File: src/rtl/dshot_pkg.sv
// Shared types, constants and helpers for the DShot link scheduler.
package dshot_pkg;

    typedef enum logic [1:0] {
        DISARMED,
        ARMING,
        ARMED,
        FAILSAFE
    } link_state_e;

    localparam int unsigned CMD_MAX         = 47;
    localparam int unsigned THROTTLE_OFFSET = 47;

    function automatic logic is_repeat_cmd(input logic [5:0] cmd);
        case (cmd)
            6'd7, 6'd8, 6'd9, 6'd10, 6'd11, 6'd12, 6'd20, 6'd21: return 1'b1;
            default: return 1'b0;
        endcase
    endfunction

    // Low nibble of d ^ d>>4 ^ d>>8 is the XOR of the three payload nibbles.
    function automatic logic [3:0] dshot_crc(input logic [11:0] d);
        return d[11:8] ^ d[7:4] ^ d[3:0];
    endfunction

endpackage

File: src/rtl/dshot_frame_check.sv
// Combinational split, CRC check and classification of one received DShot frame.
module dshot_frame_check
    import dshot_pkg::*;
(
    input  logic        frame_strobe,
    input  logic [15:0] frame_data,
    output logic [10:0] throttle,
    output logic        telem,
    output logic [5:0]  cmd,
    output logic        is_valid,
    output logic        is_bad,
    output logic        is_zero,
    output logic        is_cmd,
    output logic        is_speed
);

    logic crc_ok;

    always_comb begin
        throttle = frame_data[15:5];
        telem    = frame_data[4];
        cmd      = frame_data[10:5];
        crc_ok   = dshot_crc(frame_data[15:4]) == frame_data[3:0];
        is_valid = frame_strobe && crc_ok;
        is_bad   = frame_strobe && !crc_ok;
        is_zero  = is_valid && (throttle == 11'd0);
        is_cmd   = is_valid && (throttle != 11'd0) && (throttle <= 11'(CMD_MAX));
        is_speed = is_valid && (throttle > 11'(CMD_MAX));
    end

endmodule

File: src/rtl/dshot_link_scheduler.sv
// Arm/disarm sequencing, command repeat gating and link-loss failsafe for received DShot frames.
module dshot_link_scheduler
    import dshot_pkg::*;
#(
    parameter int unsigned ARM_FRAMES     = 10,
    parameter int unsigned REPEAT_FRAMES  = 6,
    parameter int unsigned TIMEOUT_CYCLES = 4096,
    parameter int unsigned ERR_LIMIT      = 4
) (
    input  logic        quarterClockOut,
    input  logic        reset,
    input  logic        frame_strobe,
    input  logic [15:0] frame_data,
    output logic [10:0] motor_speed,
    output logic        speed_update,
    output logic [5:0]  cmd_code,
    output logic        cmd_strobe,
    output logic        cmd_reject,
    output logic        telem_req,
    output logic        armed,
    output logic        failsafe,
    output logic [7:0]  crc_err_count
);

    localparam int unsigned ArmW = $clog2(ARM_FRAMES) + 1;
    localparam int unsigned RepW = $clog2(REPEAT_FRAMES) + 1;
    localparam int unsigned ToW  = $clog2(TIMEOUT_CYCLES) + 1;
    localparam int unsigned ErrW = $clog2(ERR_LIMIT) + 1;

    localparam logic [ArmW-1:0] ArmMax = ARM_FRAMES[ArmW-1:0];
    localparam logic [RepW-1:0] RepMax = REPEAT_FRAMES[RepW-1:0];
    localparam logic [ToW-1:0]  ToMax  = TIMEOUT_CYCLES[ToW-1:0];
    localparam logic [ErrW-1:0] ErrMax = ERR_LIMIT[ErrW-1:0];

    logic [10:0] throttle;
    logic        telem;
    logic [5:0]  cmd;
    logic        is_valid, is_bad, is_zero, is_cmd, is_speed;

    dshot_frame_check u_frame_check (
        .frame_strobe (frame_strobe),
        .frame_data   (frame_data),
        .throttle     (throttle),
        .telem        (telem),
        .cmd          (cmd),
        .is_valid     (is_valid),
        .is_bad       (is_bad),
        .is_zero      (is_zero),
        .is_cmd       (is_cmd),
        .is_speed     (is_speed)
    );

    link_state_e     state_q, state_d;
    logic [ArmW-1:0] arm_cnt_q, arm_cnt_d;
    logic [5:0]      rep_cmd_q, rep_cmd_d;
    logic [RepW-1:0] rep_cnt_q, rep_cnt_d;
    logic [ToW-1:0]  to_cnt_q, to_cnt_d;
    logic [ErrW-1:0] err_cnt_q, err_cnt_d;
    logic [7:0]      crc_err_count_q, crc_err_count_d;
    logic [10:0]     motor_speed_q, motor_speed_d;
    logic [5:0]      cmd_code_q, cmd_code_d;
    logic            speed_update_q, speed_update_d;
    logic            cmd_strobe_q, cmd_strobe_d;
    logic            cmd_reject_q, cmd_reject_d;
    logic            telem_req_q, telem_req_d;

    logic cmd_ok, first_frame, fire, fs_entry;

    always_comb begin
        state_d         = state_q;
        arm_cnt_d       = arm_cnt_q;
        rep_cmd_d       = rep_cmd_q;
        rep_cnt_d       = rep_cnt_q;
        to_cnt_d        = to_cnt_q;
        err_cnt_d       = err_cnt_q;
        crc_err_count_d = crc_err_count_q;
        motor_speed_d   = motor_speed_q;
        cmd_code_d      = cmd_code_q;
        speed_update_d  = 1'b0;
        cmd_strobe_d    = 1'b0;
        cmd_reject_d    = 1'b0;
        telem_req_d     = is_valid && telem;
        cmd_ok          = 1'b0;
        first_frame     = 1'b0;
        fire            = 1'b0;
        fs_entry        = 1'b0;

        if (is_valid) begin
            to_cnt_d  = '0;
            err_cnt_d = '0;
        end else begin
            if (to_cnt_q != ToMax) to_cnt_d = to_cnt_q + ToW'(1);
            if (is_bad && err_cnt_q != ErrMax) err_cnt_d = err_cnt_q + ErrW'(1);
        end
        if (is_bad && crc_err_count_q != 8'hff) crc_err_count_d = crc_err_count_q + 8'd1;
        if (is_zero || is_speed) rep_cnt_d = '0;

        case (state_q)
            DISARMED, FAILSAFE: begin
                if (is_zero) begin
                    arm_cnt_d = ArmW'(1);
                    state_d   = (ARM_FRAMES == 1) ? ARMED : ARMING;
                end
                cmd_ok = is_cmd && (state_q == DISARMED);
            end
            ARMING: begin
                if (is_zero) begin
                    arm_cnt_d = arm_cnt_q + ArmW'(1);
                    if (arm_cnt_d == ArmMax) state_d = ARMED;
                end else if (is_cmd || is_speed) begin
                    arm_cnt_d = '0;
                    state_d   = DISARMED;
                end
                cmd_ok = is_cmd;
            end
            ARMED: begin
                if (is_zero || is_speed) begin
                    motor_speed_d  = is_speed ? throttle - 11'(THROTTLE_OFFSET) : 11'd0;
                    speed_update_d = 1'b1;
                end
                cmd_ok       = is_cmd && (motor_speed_q == 11'd0);
                cmd_reject_d = is_cmd && (motor_speed_q != 11'd0);
            end
            default: ;
        endcase

        // A run restarts on a new code or after a zero/speed frame emptied the count.
        if (cmd_ok) begin
            first_frame = (cmd != rep_cmd_q) || (rep_cnt_q == '0);
            if (first_frame) begin
                rep_cmd_d = cmd;
                rep_cnt_d = RepW'(1);
            end else if (rep_cnt_q != RepMax) begin
                rep_cnt_d = rep_cnt_q + RepW'(1);
            end
            if (is_repeat_cmd(cmd)) begin
                fire = (rep_cnt_d == RepMax) && (first_frame || rep_cnt_q != RepMax);
            end else begin
                fire = first_frame;
            end
            if (fire) begin
                cmd_strobe_d = 1'b1;
                cmd_code_d   = cmd;
            end
        end

        // A valid frame in the expiry cycle keeps the link alive.
        fs_entry = (state_q == ARMING || state_q == ARMED) && !is_valid &&
                   (to_cnt_q == ToMax || (is_bad && err_cnt_d == ErrMax));
        if (fs_entry) begin
            state_d        = FAILSAFE;
            arm_cnt_d      = '0;
            motor_speed_d  = 11'd0;
            speed_update_d = 1'b1;
        end
    end

    always_ff @(posedge quarterClockOut) begin
        if (reset) begin
            state_q         <= DISARMED;
            arm_cnt_q       <= '0;
            rep_cmd_q       <= '0;
            rep_cnt_q       <= '0;
            to_cnt_q        <= '0;
            err_cnt_q       <= '0;
            crc_err_count_q <= '0;
            motor_speed_q   <= '0;
            cmd_code_q      <= '0;
            speed_update_q  <= 1'b0;
            cmd_strobe_q    <= 1'b0;
            cmd_reject_q    <= 1'b0;
            telem_req_q     <= 1'b0;
        end else begin
            state_q         <= state_d;
            arm_cnt_q       <= arm_cnt_d;
            rep_cmd_q       <= rep_cmd_d;
            rep_cnt_q       <= rep_cnt_d;
            to_cnt_q        <= to_cnt_d;
            err_cnt_q       <= err_cnt_d;
            crc_err_count_q <= crc_err_count_d;
            motor_speed_q   <= motor_speed_d;
            cmd_code_q      <= cmd_code_d;
            speed_update_q  <= speed_update_d;
            cmd_strobe_q    <= cmd_strobe_d;
            cmd_reject_q    <= cmd_reject_d;
            telem_req_q     <= telem_req_d;
        end
    end

    assign motor_speed   = motor_speed_q;
    assign speed_update  = speed_update_q;
    assign cmd_code      = cmd_code_q;
    assign cmd_strobe    = cmd_strobe_q;
    assign cmd_reject    = cmd_reject_q;
    assign telem_req     = telem_req_q;
    assign armed         = (state_q == ARMED);
    assign failsafe      = (state_q == FAILSAFE);
    assign crc_err_count = crc_err_count_q;

endmodule
File: config.mk
export PLATFORM = sky130hd
export DESIGN_NAME = dshot_link_scheduler
export DESIGN_NICKNAME = d
export VERILOG_FILES = /design/src/rtl/dshot_pkg.sv /design/src/rtl/dshot_frame_check.sv /design/src/rtl/dshot_link_scheduler.sv
export SDC_FILE = /design/constraint.sdc
export NUM_CORES = 1
export LEC_CHECK = 0
export ABC_AREA = 1
export BUFFER_PORTS_ARGS = -buffer_cell sky130_fd_sc_hd__buf_2
export CORE_MARGIN = 2
export CORE_UTILIZATION = 30
export CTS_BUF_LIST = sky130_fd_sc_hd__clkbuf_4
export DETAILED_ROUTE_END_ITERATION = 7
export SKIP_CTS_REPAIR_TIMING = 1
export SLEW_MARGIN = 20
export SYNTH_ARGS = -nofsm -noshare
export SYNTH_HDL_FRONTEND = slang
export SYNTH_HIERARCHICAL = 1
export SYNTH_SLANG_ARGS = --single-unit
File: constraint.sdc
create_clock -name quarterClockOut -period 6.3 [get_ports quarterClockOut]
set_input_delay 0.945 -clock quarterClockOut [delete_from_list [all_inputs] [get_ports quarterClockOut]]
set_output_delay 0.945 -clock quarterClockOut [all_outputs]
set_load 0.01 [all_outputs]
==> Yosys cells after proc, flatten, opt, wreduce, memory -nomap -nowiden <==
Memory sizes are Yosys's and may differ from the RTL's.
Cells that the tools add are included.
{ "op_classes": {"bitwise": 4, "eq_ne": 18, "magnitude_cmp": 2, "n_reduce_logical": 42, "add_sub_neg": 6, "muxes": 27} }
{ "op_table": {"columns": ["op", "n"], "rows": [
  ["$logic_not 11->1", 2],
  ["$reduce_bool 11->1", 2],
  ["$mux 4", 5],
  ["$logic_and 1x1->1", 16],
  ["$mux 5", 3],
  ["$add 13x1->13 const B", 1],
  ["$eq 13x13->1 const B", 1],
  ["$ne 13x13->1 const B", 1],
  ["$gt 11x6->1 const B", 1],
  ["$le 11x6->1 const B", 1],
  ["$mux 11", 1],
  ["$sub 11x6->11 const B", 1],
  ["$mux 2", 5],
  ["$pmux 5 s2", 1],
  ["$reduce_or 2->1", 5],
  ["$ne 3x3->1 const B", 3],
  ["$add 8x1->8 const B", 1],
  ["$mux 1", 8],
  ["$ne 4x4->1 const B", 2],
  ["$ne 8x8->1 const B", 1],
  ["$xor 4x4->4", 2],
  ["$logic_or 1x1->1", 6],
  ["$mux 3", 2],
  ["$ne 6x6->1", 1],
  ["22 further kinds", 27]
]} }
{ "word_totals": {"rom_bits": 32, "out_inout_bits": 31, "in_bits": 19, "regBits": 62, "word_cells": 113, "n_memories": 1} }
{ "memory_table": {"columns": ["memory", "words", "width", "read_ports", "rd_ports_with_merged_regs", "wr", "line", "source"], "rows": [
  ["(no name shown)", 32, 1, 1, 0, 0, "dshot_pkg.sv:15", "case (cmd)"]
]} }

==> Logic depth before layout (Yosys ltp) <==
Gate-level depths: netlist of run 1.
{ "logic_depth": {"ltp_word": 15, "mapped_depth": 20, "mapped_depth_nobuf": 19} }

==> By module <==
The synthesis of run 1 kept the hierarchy.
{ "modules_own_cells": {"columns": ["module", "area_each_um2", "seq_area_each_um2", "instances", "cells_per_inst"], "rows": [
  ["dshot_link_scheduler", 3378.2, 1241.2, 1, 490],
  ["dshot_frame_check", 452.9, 0.0, 1, 93]
]} }

==> Least setup slack after synthesis of run 1 <==
OpenSTA, ideal clock, no wires.
{ "synth_timing": {"path_kind": "input port to flip-flop", "start": "input port frame_data[11]", "end": "register crc_err_count_q[5], in the netlist crc_err_count[5]", "arrival_time_ns": 2.626, "n_path_buf": 0, "required_ns": 6.185, "setup_ns": 0.115, "slack_ns": 3.559, "cell_stages": 11, "cell_sequence": "nor2_1 -> o21ai_0 -> nand2_1 -> nor2_2 -> a21boi_0 -> inv_1 -> a21oi_2 -> nand3b_1 -> nor2_1 -> a21oi_1 -> o21a_1"} }
{ "synth_between": {"elab_chain_len": 6} }
{ "synth_lines": {"columns": ["element", "line", "source"], "rows": [
  ["from (decl)", "dshot_link_scheduler.sv:13", "input logic [15:0] frame_data,"],
  ["$xor 4x4->4 (2 in series)", "dshot_pkg.sv:23", "return d[11:8] ^ d[7:4] ^ d[3:0];"],
  ["$eq 4x4->1", "dshot_frame_check.sv:23", "crc_ok = dshot_crc(frame_data[15:4]) == frame_data[3:0];"],
  ["$logic_not 1->1", "dshot_frame_check.sv:25", "is_bad = frame_strobe && !crc_ok;"],
  ["$logic_and 1x1->1", "dshot_frame_check.sv:25", null],
  ["via is_bad", "dshot_link_scheduler.sv:38", "logic is_valid, is_bad, is_zero, is_cmd, is_speed;"],
  ["$logic_and 1x1->1", "dshot_link_scheduler.sv:95", "if (is_bad && crc_err_count_q != 8'hff) crc_err_count_d = crc_err_count_q + 8'd1;"],
  ["to (signal assigned)", "dshot_link_scheduler.sv:180", "crc_err_count_q <= crc_err_count_d;"],
  ["to (decl)", "dshot_link_scheduler.sv:59", "logic [7:0] crc_err_count_q, crc_err_count_d;"]
]} }
The timed path passes the listed nets, and every way through them passes these cells.
A chain may end at the register's enable or synchronous reset.

==> Worst setup path after layout of run 1 <==
{ "layout_timing": {"start": "input port frame_data[5]", "end": "register crc_err_count_q[7], in the netlist crc_err_count[7]"} }
{ "layout_between": {"elab_chain_len": 5} }
{ "layout_lines": {"columns": ["element", "line"], "rows": [
  ["$xor 4x4->4", "dshot_pkg.sv:23"],
  ["$eq 4x4->1", "dshot_frame_check.sv:23"],
  ["$logic_not 1->1", "dshot_frame_check.sv:25"],
  ["$logic_and 1x1->1", "dshot_frame_check.sv:25"],
  ["via is_bad", "dshot_link_scheduler.sv:38"],
  ["$logic_and 1x1->1", "dshot_link_scheduler.sv:95"]
]} }
The timed path passes the listed nets, and every way through them passes these cells.

==> reports/qor.yml, run 1 <==
status: "complete, no violations"
cts_tree: "yes"
end_kind: "flip-flop"
ctsRootBufferMaster: "clkbuf_4"
grt_overflow_total: 0
place_hpwl_um: 6460
vias: 3503
yosysWarningCount: 6
synth_area_per_cell_um2: 6.57
drt_iter0_drc: 166
start_util_pct: 30.5
power.leakage_nw: 1.97
slew_headroom_pct: 42.3
rsz0062_at_grt: "false"
worstPathArrival_ps: 3370
crit_type: "input port to flip-flop"
wl_um: 8430
syn_nets: 617
drtAntennaViolNets: 0
worst_pin_slew_ps: 860
final.min_clock_period_ps: 3040
drt-met1-wl_um: 4120
critical-path-max-stage-delay_ps: 660
via_per_inst: 4.40
synth_seq_cells: 62
wl_met3_um: 304
top_layer_used: "met4"
hp-class: "flip-flop to flip-flop"
yosysTopAreaCell: "dfxtp_1"
io_buffers: 49
wl_per_cell_um: 10.6
finalSetupViolations: 0
clkTransAtPathRegs_ps: 120
finalNetCount: 652
finalSetupTns_ps: 0
ys_types: 41
cts_max_level: 3
required_ps: 6630
crit_buf_inv: 4
p_total_w: 0.000813
routabilityCongestion: 0.795
crit_top_cell: "nand2_1"
syn_area_um2: 3830
fin_crit_sh_pct: 48.3
die_y_um: 117
cp_max_fo: 13
vdd_drop_max_v: 0.0000899
netlist.area_leader.share_pct: 32.4
slew_viol_final: 0
pre_cts_ws_ps: 2780
floorplan.io_pins: 50
cts_made_buffers: 9
cts.sinks: 62
track_usage_pct: 13.3
antenna_found_initial: 0
cp_top_family: "compound AO/OA/AOI/OAI gates"
dr.pass1.iters: 4
grt_pass1_wl_um: 14500
pwr_density_cell_nw_per_um2: 190
yosys-top-cells-count: "139 x nand2_1, 83 x inv_1, 69 x nor2_1"
seq_area_frac_synth_pct: 32.4
fin_skew_ps: 16.1
synthTopCellsByArea: "dfxtp_1 32%, nand2_1 14%, inv_1 8.1%"
crit_chain: "buf_2 -> nand2_1 -> inv_1 -> nor2_1 -> nand2_1 -> nand2_1 -> nand2_1 -> inv_2 -> a21boi_0 -> inv_1 -> a21oi_2 -> nand3b_1 -> nor2_1 -> nand3_1 -> nand2_1 -> nor2_1"
max_freq_mhz: 329
synth_flop_cell: "dfxtp_1"
drv_cap: 0
yosysMostFrequentCell: "nand2_1"
core-area_um2: 12600
start_kind: "input port"
synth_edf_count: 0
grt_pass1_vias: 3175
finalHoldViolCount: 0
drc: 0
finalWorstSetupSlack_ps: 3260
area_delta_synth_final_pct: 11.6
cts_max_path_buffers: 2
dr_wl_met2_um: 3890
synth-async-reset-ratio_pct: 0
grt_max_degree: 20
syn_inst: 583
drive_gt1_share_pct: 15.4
die-area_um2: 13700
slowest_stage: "a21boi_0"
num_rows: 41
clk_latency_ps: 430
die_w_um: 117
-- final timing paths --
| check | startpoint | to | slack, ps | cells after the start |
|---|---|---|---|---|
| max | frame_data[5] | crc_err_count[7] | 3260 | 16 |
| max reg2reg | state_q[0] | motor_speed[0] | 4350 | 7 |
| min reg2reg | to_cnt_q[9] | to_cnt_q[9] | 470 | 2 |
| min | to_cnt_q[9] | to_cnt_q[9] | 470 | 2 |
-- cell usage in the layout, fill, tap and decap left out, types with 4 or more instances in the layout --
master	n
nor2_2	5
clkbuf_4	9
o21ai_0	19
nand4_1	6
nor2_1	69
a21oi_2	7
nor3_1	9
buf_2	49
nand3_1	43
o21ai_1	4
a21oi_1	50
inv_1	83
ha_1	15
xnor2_1	7
nand2_1	139
dfxtp_1	62
nand2_2	6
-- logic make-up after synthesis --
logic type	count (synthesis)	share of synthesized area [%]
compound gates	93	14.0
xor+xnor	10	2.29
fa+ha+maj	15	4.90
buf+inv	112	13.4
flops	62	32.4
simple gates	291	33.1
-- metal layers --
metal  global-route usage (%)  vias to the layer above
li1                         -                     1907
met1                     17.0                     1551
met2                     22.0                       36
met3                     3.60                        9
met4                     4.39                        0
met5                        0                        -
-- power breakdown --
part / leakage [nW] / internal, W / switching [W] / total, W
registers: 0.501 / 0.000397 / 0.00000500 / 0.000402
clock network: 0.0825 / 0.000162 / 0.000166 / 0.000327
logic: 1.39 / 0.0000279 / 0.0000552 / 0.0000831
-- worst min-delay path: stages (launching register included) --
cell and delay [ps]:
dfxtp_1 340, inv_1 50, a21oi_1 50
-- cell type report --
| type | instances | area (µm²) |
|---|---|---|
| Clock buffer | 9 | 67.6 |
| Multi-Input combinational cell | 409 | 2080 |
| Timing Repair Buffer | 49 | 245 |
| Fill cell | 1354 | 8290 |
| Clock inverter | 7 | 97.6 |
| Inverter | 87 | 327 |
| Tap cell | 172 | 215 |
| Antenna cell | 1 | 2.50 |
| Sequential cell | 62 | 1240 |
-- state kept, by name (all words and copies together) (netlist names) --
| name | cells |
|---|---|
| to_cnt_q | 13 |
| motor_speed | 11 |
| crc_err_count | 8 |
| cmd_code | 6 |
| rep_cmd_q | 6 |
| arm_cnt_q | 5 |
| rep_cnt_q | 4 |
| err_cnt_q | 3 |
| state_q | 2 |
| cmd_reject | 1 |
| cmd_strobe | 1 |
| speed_update | 1 |
| telem_req | 1 |
-- stage by stage --
stage	instances	area (µm²)	hold slack, ps	util (%)
floorplan	583	3830	435	-
global placement	779	4110	453	32.7
detailed placement	779	4110	454	32.7
CTS	795	4270	473	34.0
global route	795	4270	505	34.0
finish	796	4270	471	34.0
Note: power is estimated with default switching activity, not from simulation.
==> inputs of run 2 (changes only) <==
==> constraint.sdc (replaced) <==
create_clock -name quarterClockOut -period 2.92 [get_ports quarterClockOut]
set_input_delay 0.438 -clock quarterClockOut [delete_from_list [all_inputs] [get_ports quarterClockOut]]
set_output_delay 0.438 -clock quarterClockOut [all_outputs]
set_load 0.01 [all_outputs]
==> run 2 against run 1 <==
Against the previous run:
- final cell count increased by 0.63%
- non-clock buffer count rose by 5
- worst setup slack lost 2600 ps
- die area did not move
- sequential share of layout area fell by 0.22 points
- core utilization grew 0.26 points
- combinational power is 120% higher
- final area up 0.76%
- global-route usage is 0.15 points lower
- sequential cell count is the same
- register-to-register slack worse by 3300 ps
- critical path depth rose by 2
- critical endpoint is now cmd_code[0]
==> reports/qor.yml, run 2 (synthesis gave the netlist of run 1 again) <==
status: "complete, no violations"
switching_share_pct: 26.5  # -1.3 points
cts_max_level: 3  # unchanged
vias: 3442  # -1.7%
core-area_um2: 12600  # unchanged
r2r_cells: 12  # +5
finalSetupViolations: 0  # unchanged
finalHoldViolCount: 0  # unchanged
p_total_w: 0.00174  # +110%
final.min_clock_period_ps: 2270
regMostFlops: "to_cnt_q"
cts_made_buffers: 9  # unchanged
cp-startpoint: "frame_data[8]"
drc: 0  # unchanged
grt_overflow_total: 0  # unchanged
pwr-share-clk_pct: 39.4  # -0.9 points
finalWorstSetupSlack_ps: 655  # -2600 ps
drtAntennaViolNets: 0  # unchanged
intPower_w: 0.00128  # +120%
grt_pass1_vias: 3144  # -0.98%
num_rows: 41  # unchanged
fin_crit_sh_pct: 77.6
wl_um: 8540  # +1.3%
drt_iter0_drc: 209  # +26%
ctsRootBufferMaster: "clkbuf_4"
clk_latency_ps: 410  # -20 ps
finalSetupTns_ps: 0  # unchanged
worstPathArrival_ps: 2580  # -790 ps
drv_cap: 0  # unchanged
start_kind: "input port"
die_w_um: 117  # unchanged
cp_max_fo: 13  # unchanged
pwr_density_cell_nw_per_um2: 403  # +110%
p_seq_share_pct: 50.0  # +0.5 points
worst_pin_slew_ps: 417  # -443 ps
pre_cts_ws_ps: 240  # -2540 ps
rr_startpoint: "rep_cnt_q[0]"
slew_viol_final: 0  # unchanged
final_util_pct: 34.3  # +0.26 points
grt_pass1_wl_um: 14500  # -0.52%
vdd_drop_max_v: 0.000211  # +130%
max_freq_mhz: 441
slew_headroom_pct: 72.2  # +30 points
layout_common_cells: "139 x nand2_1, 83 x inv_1, 69 x nor2_1, 62 x dfxtp_1, 50 x a21oi_1"
track_usage_pct: 13.2  # -0.15 points
required_ps: 3230  # -3400 ps
cts_max_path_buffers: 2  # unchanged
via_per_inst: 4.30  # -2.4%
reg2reg_to: "cmd_code[0]"
p_comb_share_pct: 10.6  # +0.4 points
worstSetupEndpoint: "cmd_code[0]"
die_y_um: 117  # unchanged
antenna_found_initial: 0  # unchanged
p_sw_w: 0.000459  # +100%
routabilityCongestion: 0.791  # -0.53%
power.leakage_nw: 2.00  # +1.3%
end_kind: "flip-flop"
mostFrequentLayoutCell: "nand2_1"
area_delta_synth_final_pct: 12.4
wl_per_cell_um: 10.7  # +0.68%
die-area_um2: 13700  # unchanged
finalNetCount: 657  # +0.77%
clkTransAtPathRegs_ps: 100  # -20 ps
rsz0062_at_grt: "false"
cts.sinks: 62  # unchanged
start_util_pct: 30.5  # unchanged
dr.pass1.iters: 4  # unchanged
r2r_slack_ps: 1070  # -3280 ps
cts_tree: "yes"
hp-class: "input port to flip-flop"
drive_gt1_share_pct: 15.9  # +0.51 points
crit_type: "input port to flip-flop"
largest_register_ffs: 13  # unchanged
place_hpwl_um: 6410  # -0.88%
io_buffers: 49  # unchanged
grt_max_degree: 18  # -10%
floorplan.io_pins: 50  # unchanged
fin_skew_ps: 9.63  # -6.48 ps
==> run 2: cell count changes in the layout (fill, tap and decap cells not counted), sizes merged <==
cell,change
buf,+5
clkbuf,+1
clkinvlp,-1
==> run 2: final cells by class <==
type	count	area (µm²)
Tap cell	172	215
Multi-Input combinational cell	409	2080
Sequential cell	62	1240
Clock buffer	10	75.1
Clock inverter	6	85.1
Antenna cell	1	2.50
Timing Repair Buffer	54	283
Fill cell	1371	8260
Inverter	87	327
==> run 2: how the worst min path moves through the flow <==
stage / end / depth (start not counted) / slack, ps / start
2_1_floorplan: to_cnt_q[9] / 2 / 440 / to_cnt_q[9]
4_1_cts: telem_req / 3 / 300 / frame_data[4]
5_1_grt: telem_req / 3 / 330 / frame_data[4]
3_3_place_gp: to_cnt_q[9] / 2 / 460 / to_cnt_q[9]
6_report: telem_req / 3 / 340 / frame_data[4]
3_5_place_dp: to_cnt_q[9] / 2 / 460 / to_cnt_q[9]
==> run 2: metrics by stage <==
| stage | cell area [µm²] | hold WS (ps) | instances |
|---|---|---|---|
| 2_1_floorplan | 3830 | 435 | 583 |
| 3_3_place_gp | 4140 | 456 | 784 |
| 3_5_place_dp | 4140 | 461 | 784 |
| 4_1_cts | 4300 | 300 | 800 |
| 5_1_grt | 4300 | 326 | 800 |
| 6_report | 4310 | 336 | 801 |
==> run 2: power groups by stage <==
stage               registers (W)  logic [W]  clock network [W]
floorplan                0.000886   0.000147                  0
global placement         0.000887   0.000186                  0
detailed placement       0.000887   0.000186                  0
CTS                      0.000868   0.000186           0.000718
global route             0.000870   0.000215           0.000748
finish                   0.000868   0.000185           0.000684
==> run 2: per-layer routing <==
| metal | routed length [µm] | track usage [%] | vias to the layer above |
|---|---|---|---|
| li1 | - | - | 1923 |
| met2 | 3850 | 21.3 | 34 |
| met3 | 292 | 3.14 | 4 |
| met1 | 4320 | 17.3 | 1481 |
| met5 | 0 | 0 | - |
| met4 | 73 | 4.47 | 0 |
==> run 2: worst max-delay path, cell delays in order <==
cell	delay (ps)
buf_2	230
inv_1	90
nand2_1	70
nand2_1	60
nand2_1	70
nand2_1	60
nor2_2	140
nand3_2	120
nor2_1	300
nor2_2	150
nand2_1	80
o21ai_1	80
nor2_2	130
nand3_2	70
nand2_2	250
nand3_1	120
nand2_1	80
nor2_1	30
==> inputs of run 3 (changes only) <==
==> constraint.sdc (replaced) <==
create_clock -name quarterClockOut -period 2.02 [get_ports quarterClockOut]
set_input_delay 0.303 -clock quarterClockOut [delete_from_list [all_inputs] [get_ports quarterClockOut]]
set_output_delay 0.303 -clock quarterClockOut [all_outputs]
set_load 0.01 [all_outputs]
==> run 3 against run 2 <==
Against the previous run:
- routed wire length up 1.9%
- sequential cell count unchanged
- die area unchanged
- clock skew up 2.5 ps
- highest routed layer unchanged
==> reports/qor.yml, run 3 (synthesis gave the netlist of run 1 again) <==
holdPathEnd: "telem_req"
slew_viol_final: 0  # unchanged
diodes: 0  # -1
layout_common_cells: "139 x nand2_1, 83 x inv_1, 69 x nor2_1, 62 x dfxtp_1, 50 x a21oi_1"
fin_crit_sh_pct: 86.8
drt_iter0_drc: 174  # -17%
cts_made_buffers: 9  # unchanged
fin_skew_ps: 12.1  # +2.45 ps
hp-class: "input port to flip-flop"
cts_max_level: 3  # unchanged
die-area_um2: 13700  # unchanged
grt_pass1_wl_um: 14800  # +2.7%
reg2reg_to: "cmd_code[3]"
end_kind: "flip-flop"
area_delta_synth_final_pct: 19.4
grt_overflow_total: 0  # unchanged
drive_gt1_share_pct: 20.7  # +4.7 points
track_usage_pct: 13.7  # +0.52 points
grt_pass1_vias: 3349  # +6.5%
min_path_cells: 4  # +1
rr_startpoint: "rep_cnt_q[0]"
vias: 3668  # +6.6%
wl_um: 8710  # +1.9%
drtAntennaViolNets: 0  # unchanged
worstPathArrival_ps: 2080  # -500 ps
required_ps: 2340  # -890 ps
vdd_drop_max_v: 0.000196  # -7.3%
final.min_clock_period_ps: 1750
r2r_cells: 13  # +1
clkTransAtPathRegs_ps: 100  # about the same
largest_register_ffs: 13  # unchanged
finalNetCount: 697  # +6.1%
crit_type: "input port to flip-flop"
place_hpwl_um: 6840  # +6.8%
drv_cap: 0  # unchanged
finalSetupViolations: 0  # unchanged
io_buffers: 49  # unchanged
cts_tree: "yes"
cts.sinks: 62  # unchanged
cp_max_fo: 7  # -6
stdcell_count: 840  # +4.9%
power.leakage_nw: 2.18  # +8.9%
max_freq_mhz: 570
status: "complete, no violations"
rsz0062_at_grt: "false"
start_util_pct: 30.5  # unchanged
die_w_um: 117  # unchanged
drc: 0  # unchanged
worst_pin_slew_ps: 373  # -44.1 ps
routabilityCongestion: 0.803  # +1.5%
grt_max_degree: 17  # -1
dr.pass1.iters: 6  # +2
ctsRootBufferMaster: "clkbuf_4"
clk_latency_ps: 420  # about the same
dp.cells: 824  # +5.1%
regMostFlops: "to_cnt_q"
r2r_slack_ps: 300  # -770 ps
antenna_found_initial: 0  # unchanged
num_rows: 41  # unchanged
slew_headroom_pct: 75.0  # +2.9 points
pre_cts_ws_ps: -156  # -396 ps
core-area_um2: 12600  # unchanged
start_kind: "input port"
finalHoldViolCount: 0  # unchanged
pwr_density_cell_nw_per_um2: 497  # +23%
hp-start: "frame_data[4]"
cts_max_path_buffers: 2  # unchanged
die_y_um: 117  # unchanged
mostFrequentLayoutCell: "nand2_1"
wl_per_cell_um: 10.4  # -2.8%
finalWorstSetupSlack_ps: 267  # -388 ps
finalSetupTns_ps: 0  # unchanged
floorplan.io_pins: 50  # unchanged
via_per_inst: 4.37  # +1.6%
==> run 3: cell count changes in the layout (fill, tap and decap cells not counted), sizes merged <==
cell	change
buf	+40
inv	-1
bufinv	-2
diode	-1
clkinv	+3
==> run 3: per-stage QoR <==
| stage | total power [W] | cell area, µm² | util (%) | hold slack [ps] |
|---|---|---|---|---|
| finish | 0.00227 | 4570 | 36.4 | 285 |
| global route | 0.00242 | 4570 | 36.4 | 282 |
| CTS | 0.00232 | 4570 | 36.4 | 256 |
| detailed placement | 0.00159 | 4470 | 35.6 | 453 |
| global placement | 0.00159 | 4470 | 35.6 | 452 |
| floorplan | 0.00149 | 3830 | - | 435 |
==> run 3: worst max path at each step <==
stage | start | to | slack, ps
2_1_floorplan | frame_data[11] | cmd_code[3] | 50
3_3_place_gp | frame_data[11] | cmd_code[4] | -110
3_5_place_dp | frame_data[11] | cmd_code[3] | -160
4_1_cts | frame_data[11] | cmd_code[3] | 310
5_1_grt | frame_data[11] | state_q[0] | 60
6_report | frame_data[11] | cmd_code[0] | 270
==> run 3: area by class of cell <==
class	instances	area, µm²
Timing Repair Buffer	94	608
Clock buffer	10	75.1
Inverter	87	327
Sequential cell	62	1240
Fill cell	1367	8000
Tap cell	172	215
Multi-Input combinational cell	409	2080
Clock inverter	6	28.8
==> run 3: report_power, final <==
part           leakage [nW]  internal [W]  switching, W
sequential            0.501       0.00124     0.0000152
clock                0.0587      0.000250      0.000460
combinational          1.62      0.000129      0.000182
==> run 3: per-layer routing <==
metal / up-vias / track usage (%) / part of all wire [%]
li1: 2005 / - / -
met1: 1606 / 17.2 / 50
met2: 51 / 23.2 / 46
met3: 6 / 3.40 / 3.5
met4: 0 / 4.39 / 1.1
met5: - / 0 / 0
==> run 3: critical path, stage by stage <==
cell and delay (ps):
buf_2 110, nor2_1 190, o21ai_0 130, nand2_1 100, nor2_2 50, nand3_2 90, nor2_1 70, nor2_2 200
nand2_1 70, o21ai_1 180, nor2_2 60, nand3_2 60, nand2_2 110, buf_12 170, a21oi_2 120, nor2_1 50
